**config.mk**
```make
export PLATFORM = sky130hd
export DESIGN_NAME = vmsu_mul_arbiter
export DESIGN_NICKNAME = d
export VERILOG_FILES = /design/src/rtl/vmsu_mul_arbiter.sv
export SDC_FILE = /design/constraint.sdc
export NUM_CORES = 1
export LEC_CHECK = 0
export ABC_AREA = 1
export BUFFER_PORTS_ARGS = -buffer_cell sky130_fd_sc_hd__buf_2
export CAP_MARGIN = 20
export CORE_AREA = 2 2 107 109
export CTS_BUF_LIST = sky130_fd_sc_hd__clkbuf_8
export DETAILED_ROUTE_END_ITERATION = 7
export DIE_AREA = 0 0 109 111
export PLACE_DENSITY_LB_ADDON = 0.05
export SYNTH_ARGS = -nofsm -noshare
export SYNTH_HDL_FRONTEND = slang
export SYNTH_SLANG_ARGS = --single-unit
```
**constraint.sdc**
```tcl
create_clock -name clk -period 3.4 [get_ports clk]
set_clock_uncertainty 0.2 [all_clocks]
set_input_delay 0.17 -clock clk [delete_from_list [all_inputs] [get_ports clk]]
set_output_delay 0.17 -clock clk [all_outputs]
set_load 0.01 [all_outputs]
```
**src/rtl/vmsu_mul_arbiter.sv**
```systemverilog
`default_nettype none
// ============================================================================
// Module      : vmsu_mul_arbiter
// Description : Round-robin sharing of one fixed-latency 8-bit multiplier
//               between NREQ requesters, with a credit-protected response FIFO.
// Revision    : 1.0 - initial release
// ============================================================================
module vmsu_mul_arbiter #(
  parameter int NREQ    = 4,
  parameter int ID_W    = 2,
  parameter int MUL_LAT = 2,
  parameter int DEPTH   = 4
) (
  input  logic                clk,
  input  logic                rst_n,
  input  logic [NREQ-1:0]     req_valid,
  input  logic [NREQ*8-1:0]   req_a,
  input  logic [NREQ*8-1:0]   req_b,
  input  logic [NREQ-1:0]     req_ctrl,
  output logic [NREQ-1:0]     req_ready,
  output logic [7:0]          mul_a,
  output logic [7:0]          mul_b,
  output logic                mul_ctrl,
  input  logic [15:0]         mul_p,
  output logic                rsp_valid,
  output logic [ID_W-1:0]     rsp_id,
  output logic [15:0]         rsp_p,
  input  logic                rsp_ready,
  output logic                busy
);

  localparam int PTR_W = (DEPTH > 1) ? $clog2(DEPTH) : 1;
  localparam int CNT_W = $clog2(DEPTH + 1);

  logic                          r_run;
  logic [ID_W-1:0]               r_ptr;
  logic [7:0]                    r_mul_a;
  logic [7:0]                    r_mul_b;
  logic                          r_mul_ctrl;
  logic [MUL_LAT-1:0]            r_tag_v;
  logic [MUL_LAT-1:0][ID_W-1:0]  r_tag_id;
  logic [CNT_W-1:0]              r_inflight;
  logic [CNT_W-1:0]              r_count;
  logic [PTR_W-1:0]              r_wr_ptr;
  logic [PTR_W-1:0]              r_rd_ptr;
  logic [ID_W-1:0]               r_mem_id [DEPTH];
  logic [15:0]                   r_mem_p  [DEPTH];

  logic [CNT_W:0]                w_outstanding;
  logic                          w_can_issue;
  logic [NREQ-1:0]               w_grant;
  logic [ID_W-1:0]               w_gnt_id;
  logic                          w_gnt_any;
  logic [7:0]                    w_sel_a;
  logic [7:0]                    w_sel_b;
  logic                          w_sel_ctrl;
  logic                          w_push;
  logic [ID_W-1:0]               w_push_id;
  logic                          w_pop;

  // Credits cover both FIFO entries and products still inside the multiplier,
  // so every tag leaving the pipeline is guaranteed a free FIFO slot.
  assign w_outstanding = {1'b0, r_count} + {1'b0, r_inflight};
  assign w_can_issue   = r_run && (w_outstanding < (CNT_W+1)'(DEPTH));

  always_comb begin
    w_grant   = '0;
    w_gnt_id  = '0;
    w_gnt_any = 1'b0;
    for (int k = 0; k < NREQ; k++) begin
      if (w_can_issue && !w_gnt_any && req_valid[(int'(r_ptr) + k) % NREQ]) begin
        w_gnt_any = 1'b1;
        w_gnt_id  = ID_W'((int'(r_ptr) + k) % NREQ);
        w_grant[(int'(r_ptr) + k) % NREQ] = 1'b1;
      end
    end
  end

  always_comb begin
    w_sel_a    = '0;
    w_sel_b    = '0;
    w_sel_ctrl = 1'b0;
    for (int i = 0; i < NREQ; i++) begin
      if (w_grant[i]) begin
        w_sel_a    = req_a[8*i +: 8];
        w_sel_b    = req_b[8*i +: 8];
        w_sel_ctrl = req_ctrl[i];
      end
    end
  end

  assign req_ready = w_grant;
  assign w_push    = r_tag_v[MUL_LAT-1];
  assign w_push_id = r_tag_id[MUL_LAT-1];
  assign w_pop     = rsp_valid && rsp_ready;

  // Issue side: arbiter pointer, operand registers and tag pipeline.
  always_ff @(posedge clk or negedge rst_n) begin
    if (!rst_n) begin
      r_run      <= 1'b0;
      r_ptr      <= '0;
      r_mul_a    <= '0;
      r_mul_b    <= '0;
      r_mul_ctrl <= 1'b0;
      r_tag_v    <= '0;
      r_tag_id   <= '0;
      r_inflight <= '0;
    end else begin
      r_run <= 1'b1;
      if (w_gnt_any) begin
        r_mul_a    <= w_sel_a;
        r_mul_b    <= w_sel_b;
        r_mul_ctrl <= w_sel_ctrl;
        if (int'(w_gnt_id) == NREQ - 1) begin
          r_ptr <= '0;
        end else begin
          r_ptr <= w_gnt_id + 1'b1;
        end
      end
      for (int k = MUL_LAT - 1; k >= 1; k--) begin
        r_tag_v[k]  <= r_tag_v[k-1];
        r_tag_id[k] <= r_tag_id[k-1];
      end
      r_tag_v[0]  <= w_gnt_any;
      r_tag_id[0] <= w_gnt_id;
      case ({w_gnt_any, w_push})
        2'b10:   r_inflight <= r_inflight + 1'b1;
        2'b01:   r_inflight <= r_inflight - 1'b1;
        default: r_inflight <= r_inflight;
      endcase
    end
  end

  // Response FIFO.
  always_ff @(posedge clk or negedge rst_n) begin
    if (!rst_n) begin
      r_count  <= '0;
      r_wr_ptr <= '0;
      r_rd_ptr <= '0;
      for (int i = 0; i < DEPTH; i++) begin
        r_mem_id[i] <= '0;
        r_mem_p[i]  <= '0;
      end
    end else begin
      if (w_push) begin
        r_mem_id[r_wr_ptr] <= w_push_id;
        r_mem_p[r_wr_ptr]  <= mul_p;
        r_wr_ptr           <= r_wr_ptr + 1'b1;
      end
      if (w_pop) begin
        r_rd_ptr <= r_rd_ptr + 1'b1;
      end
      case ({w_push, w_pop})
        2'b10:   r_count <= r_count + 1'b1;
        2'b01:   r_count <= r_count - 1'b1;
        default: r_count <= r_count;
      endcase
    end
  end

  assign mul_a     = r_mul_a;
  assign mul_b     = r_mul_b;
  assign mul_ctrl  = r_mul_ctrl;
  assign rsp_valid = (r_count != '0);
  assign rsp_id    = rsp_valid ? r_mem_id[r_rd_ptr] : '0;
  assign rsp_p     = rsp_valid ? r_mem_p[r_rd_ptr]  : '0;
  assign busy      = (r_inflight != '0) || (r_count != '0);

endmodule
`default_nettype wire

```
==> results of run 1 <==
[worst reg2reg max path, cell delays in order, from the launching register on]
cell,delay (ns)
dfrtp_2,0.46
inv_6,0.08
ha_1,0.35
inv_1,0.13
nand3_1,0.10
nand2_1,0.09
inv_2,0.07
o21bai_4,0.21
nand4_1,0.23
buf_4,0.22
nand3b_2,0.19
a21oi_1,0.07
nand2_1,0.07
nand2_1,0.05
nand2_1,0.06
dlygate4sd3_1,0.56
nand2_1,0.05
[cells by family after synthesis]
kind of cell / share of synthesized area [%]
compound gates: 15.4
xor+xnor: 0.889
fa+ha+maj: 3.43
buf+inv: 8.68
flops: 45.7
mux: 0.190
other cells: 0.0634
simple gates: 25.7
[final timing paths]
| path | start | to | depth (start not counted) |
|---|---|---|---|
| hold reg to reg | r_tag_id[1] | w_push_id[1] | 0 |
| setup / recovery | flip-flop | mul_b[5] | 16 |
| hold / removal | req_a[6] | mul_a[6] | 7 |
| setup reg to reg | flip-flop | mul_b[5] | 16 |
| min in group asynchronous | rst_n | r_mem_p[35] | 2 |
| max in group asynchronous | rst_n | r_mem_p[7] | 3 |
[placed cells by master, fill, tap and decap left out, types with 5 or more instances in the layout]
cell           instances
buf_2                130
nand2_1              240
a21oi_1               55
nand4_1                5
nor2_1                80
nand2_2               14
ha_1                  13
nand3_1               10
dlygate4sd3_1         52
inv_1                 74
o21ai_0              115
clkbuf_8              11
dfrtp_1              106
buf_4                 18
[cell type report]
| class | instances | area share, % |
|---|---|---|
| multi-input combinational | 569 | 37.0 |
| sequential | 108 | 36.0 |
| timing repair buffer | 201 | 17.6 |
| inverter | 82 | 4.23 |
| tap | 143 | 2.38 |
| clock buffer | 11 | 2.01 |
| clock inverter | 5 | 0.799 |
[per-stage QoR]
stage               instance area (sq um)  power, mW
floorplan                            5910       5.06
global placement                     6630       5.96
detailed placement                   6630       6.10
CTS                                  7360       7.24
global route                         7520       8.12
finish                               7520       7.41
[per-layer routing]
metal | part of all wire [%] | GRT usage [%] | up-vias
met1 | 42 | 31.2 | 2617
met3 | 5.4 | 3.88 | 35
met4 | 2.7 | 8.89 | 0
met2 | 50 | 43.8 | 215
met5 | 0 | 0 | -
li1 | - | - | 2861
[flip-flops by register name, summed over array words and instances, names as in the netlist, named ones only]
name	cells
r_count	3
mul_ctrl	1
r_tag_v	2
r_mem_p	64
r_ptr	1
r_run	1
r_wr_ptr	2
w_push_id	2
r_inflight	3
r_rd_ptr	2
mul_b	8
r_mem_id	8
mul_a	8
r_tag_id	2
[what timing repair did]
item	in CTS	in global routing
setup endpoints to repair	0	15
hold buffers	52	0
hold endpoints to repair	147	0
gates resized for setup	0	9
setup buffers	0	8
[power groups by stage]
stage	Combinational [mW]	Sequential [mW]	Clock, mW
after floorplan	2.79	2.27	0
after global placement	3.66	2.30	0
after detailed placement	3.77	2.33	0
after CTS	4.09	2.31	0.848
after global routing	4.85	2.38	0.898
final	4.29	2.30	0.819
==> flow_summary_export.csv, run 1 <==
group,metric,value,unit
yosys,synth_area_leaders,"dfrtp_1 (46%), nand2_1 (15%), o21ai_0 (9.8%)",
power,seqPwrFrac,31.0,%
yosys,yosysSeqAreaShare,45.7,%
setup_path,worstPathCellList,"inv_6, ha_1, inv_1, nand3_1, nand2_1, inv_2, o21bai_4, nand4_1, buf_4, nand3b_2, a21oi_1, nand2_1, nand2_1, nand2_1, dlygate4sd3_1, nand2_1",
yosys,netlist_top_cells_count,"nand2_1 (240), o21ai_0 (116), dfrtp_1 (108), nor2_1 (81), inv_1 (74)",
yosys,avgSynthCellArea,7.46,sq um
timing,slew_headroom,34.8,%
setup_path,worst-path-buf-inv,5,
place,dp.cells,1038,
timing,setup_viol,0,
final_layout,multi_input_area,2780,sq um
drt,ant_nets,0,
power,p_leak,4.00,nW
global_route,grt_usage,25.1,%
yosys,yosys.area.top_type,"dfrtp_1",
timing,fmax,305,MHz
power,p_clk_share,11.1,%
drt,drcViolationCount,0,
yosys,synth_nets,899,
drt,dr_total_vias,5728,
setup_path,crit_type,"flip-flop to flip-flop",
timing,fin_crit_sh,96.4,%
clock_network,cts_sinks,108,
drt,firstDrtPassIters,5,
timing,hold_violations,0,
clock_network,clock_path_buffers,2,
yosys,synth-main-ff-cell,"dfrtp_1",
die,dieHeight,111,um
yosys,synth.distinct_cells,37,
yosys,yosysMostFrequentCell,"nand2_1",
yosys,synth_warnings,0,
drt,via_per_inst,5.12,
die,die_w,109,um
clock_network,htreeDepth,3,
global_route,grt_pass1_wl,24.4,mm
clock_network,clk_pin_slew,0.10,ns
place,hpwlAfterDp,9.29,mm
yosys,yosysTopAreaCellShare,45.7,%
setup_path,worstSetupStartpointType,"flip-flop",
final_layout,fillers,920,
setup_path,ff2ff_setup_slack,0.12,ns
setup_path,cp_common_cell,"nand2_1",
yosys,async_reset_ff_share,100,%
setup_path,endpoint_kind,"flip-flop",
power,p_per_area,986,nW/um^2
final_layout,final_cell_count_no_fill,1119,
power,vdd_ir_drop_max,0.626,mV
setup_path,arrival,3.35,ns
clock_network,cts_tree,"yes",
final_layout,drive_gt1_share,21.1,%
die,initial_core_util,53.4,%
worst_hold_path,hold_path.class,"primary input to flip-flop",
die,dieArea,12100,sq um
timing,hold_slack,0.0350,ns
yosys,syn_area,5910,sq um
setup_path,crit_slowest_cell,"dlygate4sd3_1",
drt,wl,15.3,mm
power,power_frac_comb,57.9,%
die,core,11100,sq um
final_layout,syn2layout_area_growth,27.1,%
outcome,outcome,"completed",
global_route,antenna_found_initial,0,
timing,tns,0,ns
clock_network,cts-buffers-inserted,9,
die,top_level_ports,132,
global_route,grt_start_max_net_pins,68,
timing,worst_slew_pin_slew,0.972,ns
job,maxCapViolCount,0,
setup_path,crit_family,"buffers and inverters",
setup_path,cp.required,3.47,ns
global_route,overflow,0,
setup_path,max_stage_delay,0.56,ns
timing,setup_ws,0.123,ns
power,p_sw_share,44.9,%
yosys,ys_ff_latch,108,
power,p_switching,3.33,mW
die,rows,39,
drt,drt_iter0_drc,430,
place,io_buffers,131,
timing,final_max_slew_viol_count,0,
place,dp_slack,0.297,ns
global_route,grt_pass1_vias,5473,
yosys,syn_inst,793,
final_layout,fin_nets,1077,
power,p_int,4.08,mW
final_layout,num_antenna_cells,0,
timing,post-route-min-period,3.28,ns
drt,wl_per_cell,13.7,um
clock_network,clk_latency,0.37,ns
final_layout,regArea,2710,sq um
yosys,synth_edf_count,0,
final_layout,finish.utilization,67.9,%
clock_network,clock-root-buffer,"clkbuf_8",
setup_path,crit_path_max_fanout,11,
place,gp_congestion,0.935,
Note: power is estimated with default switching activity, not from simulation.
==> run 2: changes to the inputs <==
CTS_CLUSTER_SIZE = 14   (was default)
clock period = 3.8 ns   (was 3.4 ns; I/O delays follow)
==> run 2 against run 1 <==
Via count is 3.3% lower. Core utilization is 0.52 points lower. Clock-buffer cell count stayed put. Critical path depth is 1 lower. Sequential cell count stayed put. Worst setup slack better by 0.27 ns. Hold slack better by 0.027 ns. Combinational power is 12% lower. Critical endpoint is now mul_a[2]. Highest routed layer unchanged. Register-to-register slack better by 0.27 ns.
==> flow_summary_export.csv, run 2 (synthesis gave the netlist of run 1 again) <==
group,metric,value,unit
outcome,outcome,"completed",
setup_path,crit_type,"flip-flop to flip-flop",
drt,via_per_inst,5.00,
die,dieArea,12100,sq um
drt,wl_per_cell,13.0,um
drt,dr_total_vias,5541,
drt,wl,14.4,mm
final_layout,regArea,2700,sq um
final_layout,postLayoutCellArea,7460,sq um
timing,setup_viol,0,
place,dpl-instance-area,6630,sq um
die,initial_core_util,53.4,%
final_layout,largest_reg_flops,64,
final_layout,final_cell_count_no_fill,1108,
clock_network,clock-root-buffer,"clkbuf_8",
timing,tns,0,ns
timing,setup_ws,0.397,ns
global_route,met2_usage,42.4,%
die,top_level_ports,132,
timing,rsz0062_at_grt,"false",
global_route,antenna_found_initial,0,
power,p_leak,3.95,nW
final_layout,syn2layout_area_growth,26.2,%
timing,worst_slew_pin_slew,0.965,ns
drt,drcViolationCount,0,
timing,hold_violations,0,
setup_path,ff2ff_setup_slack,0.40,ns
timing,post-route-min-period,3.40,ns
timing,final_max_slew_viol_count,0,
place,hpwlAfterDp,9.37,mm
timing,hold_slack,0.0624,ns
final_layout,mostFrequentLayoutCells,"nand2_1 (240), buf_2 (130), o21ai_0 (116)",
setup_path,arrival,3.51,ns
place,gp_congestion,0.928,
setup_path,crit_family,"simple AND/OR/NAND/NOR gates",
clock_network,clk_pin_slew,0.10,ns
timing,slew_headroom,35.3,%
clock_network,cts_sinks,108,
setup_path,worst-path-buf-inv,4,
power,vdd_ir_drop_max,0.506,mV
drt,drt_iter0_drc,395,
clock_network,cts_tree,"yes",
global_route,overflow,0,
power,p_per_area,878,nW/um^2
final_layout,multi_input_area,2700,sq um
final_layout,regMostFlops,"r_mem_p",
global_route,grt_pass1_wl,24.1,mm
final_layout,fin_nets,1066,
final_layout,num_antenna_cells,0,
setup_path,worstSetupStartpointType,"flip-flop",
setup_path,max_stage_delay,0.62,ns
clock_network,cts_setup_buffers,0,
setup_path,worstPathCellList,"inv_6, ha_1, inv_1, nand3_1, nand2_1, inv_2, nand3_1, o21ai_0, nand3b_4, a21oi_1, nand2_1, nand2_1, nand2_1, dlygate4sd3_1, nand2_1",
final_layout,drive_gt1_share,19.6,%
die,dieHeight,111,um
global_route,met1_usage,32.3,%
clock_network,cts_resized,0,
global_route,grt_usage,25.1,%
place,dp.cells,1036,
global_route,grt_pass1_vias,5332,
final_layout,final_common_cell,"nand2_1",
global_route,grt_start_max_net_pins,81,
timing,fmax,294,MHz
die,core,11100,sq um
die,rows,39,
timing,fin_crit_sh,89.5,%
clock_network,cts-buffers-inserted,9,
setup_path,crit_path_max_fanout,35,
final_layout,fillers,987,
die,die_w,109,um
worst_hold_path,hold_path.class,"primary input to async pin",
global_route,grt.busiest_layer,"met2",
job,maxCapViolCount,0,
setup_path,crit_slowest_cell,"dfrtp_1",
global_route,globalRouteMet3Util,3.12,%
setup_path,cp.required,3.90,ns
place,io_buffers,131,
setup_path,cp_common_cell,"nand2_1",
clock_network,clock_path_buffers,2,
place,dp_slack,0.711,ns
setup_path,endpoint_kind,"flip-flop",
clock_network,clk_latency,0.37,ns
drt,firstDrtPassIters,5,
clock_network,htreeDepth,3,
drt,ant_nets,0,
run 2: cell types whose count changed in the layout (fill, tap and decap cells not counted), moves of 2 or more:
cell and change:
buf_16 +4, buf_4 -11, dfrtp_1 +2, dfrtp_2 -2
run 2: path summary, 6_finish.rpt:
check                               to  cells after the start
setup / recovery              mul_a[2]                     15
hold / removal             r_mem_p[51]                      2
setup reg to reg              mul_a[2]                     15
hold reg to reg             r_tag_v[1]                      0
max in group asynchronous  r_mem_p[29]                      4
min in group clk            r_tag_v[1]                      0
run 2: what timing repair did:
item,CTS,global route
setup endpoints to repair,0,0
hold buffers,52,0
hold endpoints to repair,161,0
run 2: layer usage:
| metal | share of wire, % | vias up |
|---|---|---|
| met5 | 0 | - |
| met4 | 2.4 | 0 |
| met3 | 4.4 | 22 |
| met2 | 49 | 168 |
| met1 | 44 | 2527 |
| li1 | - | 2824 |
run 2: where the power goes:
part / total, mW / internal [mW] / switching (mW)
combinational: 3.76 / 1.59 / 2.17
clock: 0.716 / 0.342 / 0.374
sequential: 2.07 / 1.73 / 0.345
total: 6.55 / 3.66 / 2.89
run 2: final cells by class:
class	instances	area share, %
inverter	82	4.26
clock inverter	5	0.788
multi-input combinational	565	36.2
clock buffer	11	2.03
sequential	108	36.2
tap	143	2.40
timing repair buffer	194	18.1
run 2: through the flow:
step,utilization [%],power (mW)
4_1_cts,66.5,6.53
3_5_place_dp,59.9,5.48
5_1_grt,67.4,7.23
2_1_floorplan,-,4.52
3_3_place_gp,59.6,5.34
6_report,67.4,6.55
==> run 3: changes to the inputs <==
CTS_BUF_LIST = sky130_fd_sc_hd__clkbuf_2 sky130_fd_sc_hd__clkbuf_4 sky130_fd_sc_hd__clkbuf_8   (was sky130_fd_sc_hd__clkbuf_8)
==> run 3 against run 2 <==
Non-clock buffer count stayed put. Clock-buffer cell count is 1 higher. Die area stayed put. Worst setup slack better by 0.0014 ns. Critical endpoint unchanged. Clock power is 2% higher.
==> flow_summary_export.csv, run 3 (synthesis gave the netlist of run 1 again) <==
group,metric,value,unit
outcome,outcome,"completed",
clock_network,htreeDepth,3,
timing,slew_headroom,34.4,%
clock_network,cts_sinks,108,
timing,rsz0062_at_grt,"false",
final_layout,regMostFlops,"r_mem_p",
timing,final_max_slew_viol_count,0,
place,dp.cells,1036,
place,io_buffers,131,
final_layout,drive_gt1_share,19.7,%
clock_network,clk_latency,0.37,ns
final_layout,final_cell_count_no_fill,1108,
drt,drt_iter0_drc,377,
setup_path,crit_path_max_fanout,35,
drt,dr_total_vias,5558,
die,die_w,109,um
global_route,grt_start_max_net_pins,81,
final_layout,final_common_cell,"nand2_1",
global_route,antenna_found_initial,0,
timing,fin_crit_sh,89.5,%
setup_path,arrival,3.50,ns
timing,fmax,294,MHz
drt,firstDrtPassIters,5,
setup_path,worstSetupStartpointType,"flip-flop",
drt,wl,14.4,mm
setup_path,cp.required,3.90,ns
die,initial_core_util,53.4,%
global_route,overflow,0,
setup_path,worstPathCellList,"inv_6, ha_1, inv_1, nand3_1, nand2_1, inv_2, nand3_1, o21ai_0, nand3b_4, a21oi_1, nand2_1, nand2_1, nand2_1, dlygate4sd3_1, nand2_1",
setup_path,endpoint_kind,"flip-flop",
setup_path,crit_family,"simple AND/OR/NAND/NOR gates",
setup_path,crit_slowest_cell,"dfrtp_1",
final_layout,syn2layout_area_growth,26.2,%
clock_network,clock-root-buffer,"clkbuf_8",
place,gp_congestion,0.928,
drt,drcViolationCount,0,
setup_path,crit_type,"flip-flop to flip-flop",
setup_path,max_stage_delay,0.62,ns
power,p_leak,3.95,nW
worst_hold_path,hold_path.class,"primary input to async pin",
die,rows,39,
job,maxCapViolCount,0,
clock_network,cts_tree,"yes",
timing,worst_slew_pin_slew,0.978,ns
setup_path,cp_common_cell,"nand2_1",
die,core,11100,sq um
timing,setup_viol,0,
power,vdd_ir_drop_max,0.505,mV
die,dieArea,12100,sq um
drt,wl_met2,7.07,mm
global_route,grt_pass1_vias,5336,
timing,tns,0,ns
timing,hold_violations,0,
final_layout,largest_reg_flops,64,
clock_network,cts-buffers-inserted,9,
clock_network,clock_path_buffers,2,
drt,wl_per_cell,13.0,um
drt,via_per_inst,5.02,
clock_network,cts_resized,0,
global_route,grt_usage,25.1,%
drt,wl_met1,6.35,mm
die,top_level_ports,132,
drt,ant_nets,0,
die,dieHeight,111,um
global_route,grt_pass1_wl,24.1,mm
final_layout,mostFrequentLayoutCells,"nand2_1 (240), buf_2 (130), o21ai_0 (116)",
final_layout,fillers,986,
place,hpwlAfterDp,9.37,mm
final_layout,num_antenna_cells,0,
setup_path,worst-path-buf-inv,4,
final_layout,fin_nets,1066,
power,p_per_area,879,nW/um^2
drt,wl_met3,666,um
clock_network,clk_pin_slew,0.10,ns
timing,post-route-min-period,3.40,ns
drt,highest_layer,"met4",
## run 3: cell count changes in the layout (fill, tap and decap cells not counted)
cell,previous run,this run
inv_1,75,74
clkbuf_4,0,1
## run 3: stage by stage
step | worst slack, ns | hold slack, ns | util [%] | power [mW] | cell area [sq um]
after floorplan | 0.718 | -0.306 | - | 4.52 | 5910
after global placement | 0.812 | 0.133 | 59.6 | 5.34 | 6610
after detailed placement | 0.711 | 0.135 | 59.9 | 5.48 | 6630
after CTS | 0.442 | 0.156 | 66.5 | 6.54 | 7370
after global routing | 0.0419 | 0.0795 | 67.4 | 7.24 | 7460
final | 0.399 | 0.0623 | 67.4 | 6.56 | 7460
## run 3: power by group
group / leakage [nW] / internal [mW] / switching [mW]
clock network: 0.107 / 0.352 / 0.375
registers: 1.32 / 1.73 / 0.345
logic: 2.53 / 1.59 / 2.17
## run 3: layout make-up
| class | count | area, sq um | area share (%) |
|---|---|---|---|
| multi-input cells | 565 | 2700 | 36.2 |
| clock buffers | 12 | 159 | 2.13 |
| repair buffers | 194 | 1350 | 18.1 |
| clock inverters | 4 | 55.1 | 0.738 |
| well taps | 143 | 179 | 2.40 |
| flip-flops and latches | 108 | 2700 | 36.2 |
| inverters | 82 | 318 | 4.26 |
## run 3: final timing paths
kind,endpoint,slack [ns],cells past startpoint
worst max-delay path,mul_a[2],0.40,15
worst min-delay path,r_mem_p[51],0.06,2
worst max register to register,mul_a[2],0.40,15
worst min register to register,r_tag_v[1],0.16,0
max in group asynchronous,r_mem_p[29],2.31,4
min in group clk,r_tag_v[1],0.16,0
## run 3: routing by layer
| layer | up-vias | GRT usage, % |
|---|---|---|
| met5 | - | 0 |
| met4 | 0 | 10.1 |
| met2 | 171 | 42.5 |
| li1 | 2826 | - |
| met3 | 21 | 3.12 |
| met1 | 2540 | 32.2 |
## run 3: worst register-to-register path, delay by kind of cell (launching register included)
kind | cells | cell delay, ns
and+or+nand+nor | 8 | 0.98
adders and majority gates | 1 | 0.36
AOI/OAI and AO/OA | 2 | 0.34
buffers and inverters | 4 | 0.83
DFF | 1 | 0.62
## run 3: repair_timing
action	CTS	global route
buffers inserted	0	0
endpoints found under the hold margin	161	0
hold buffers	52	0
endpoints found under the setup margin	0	0
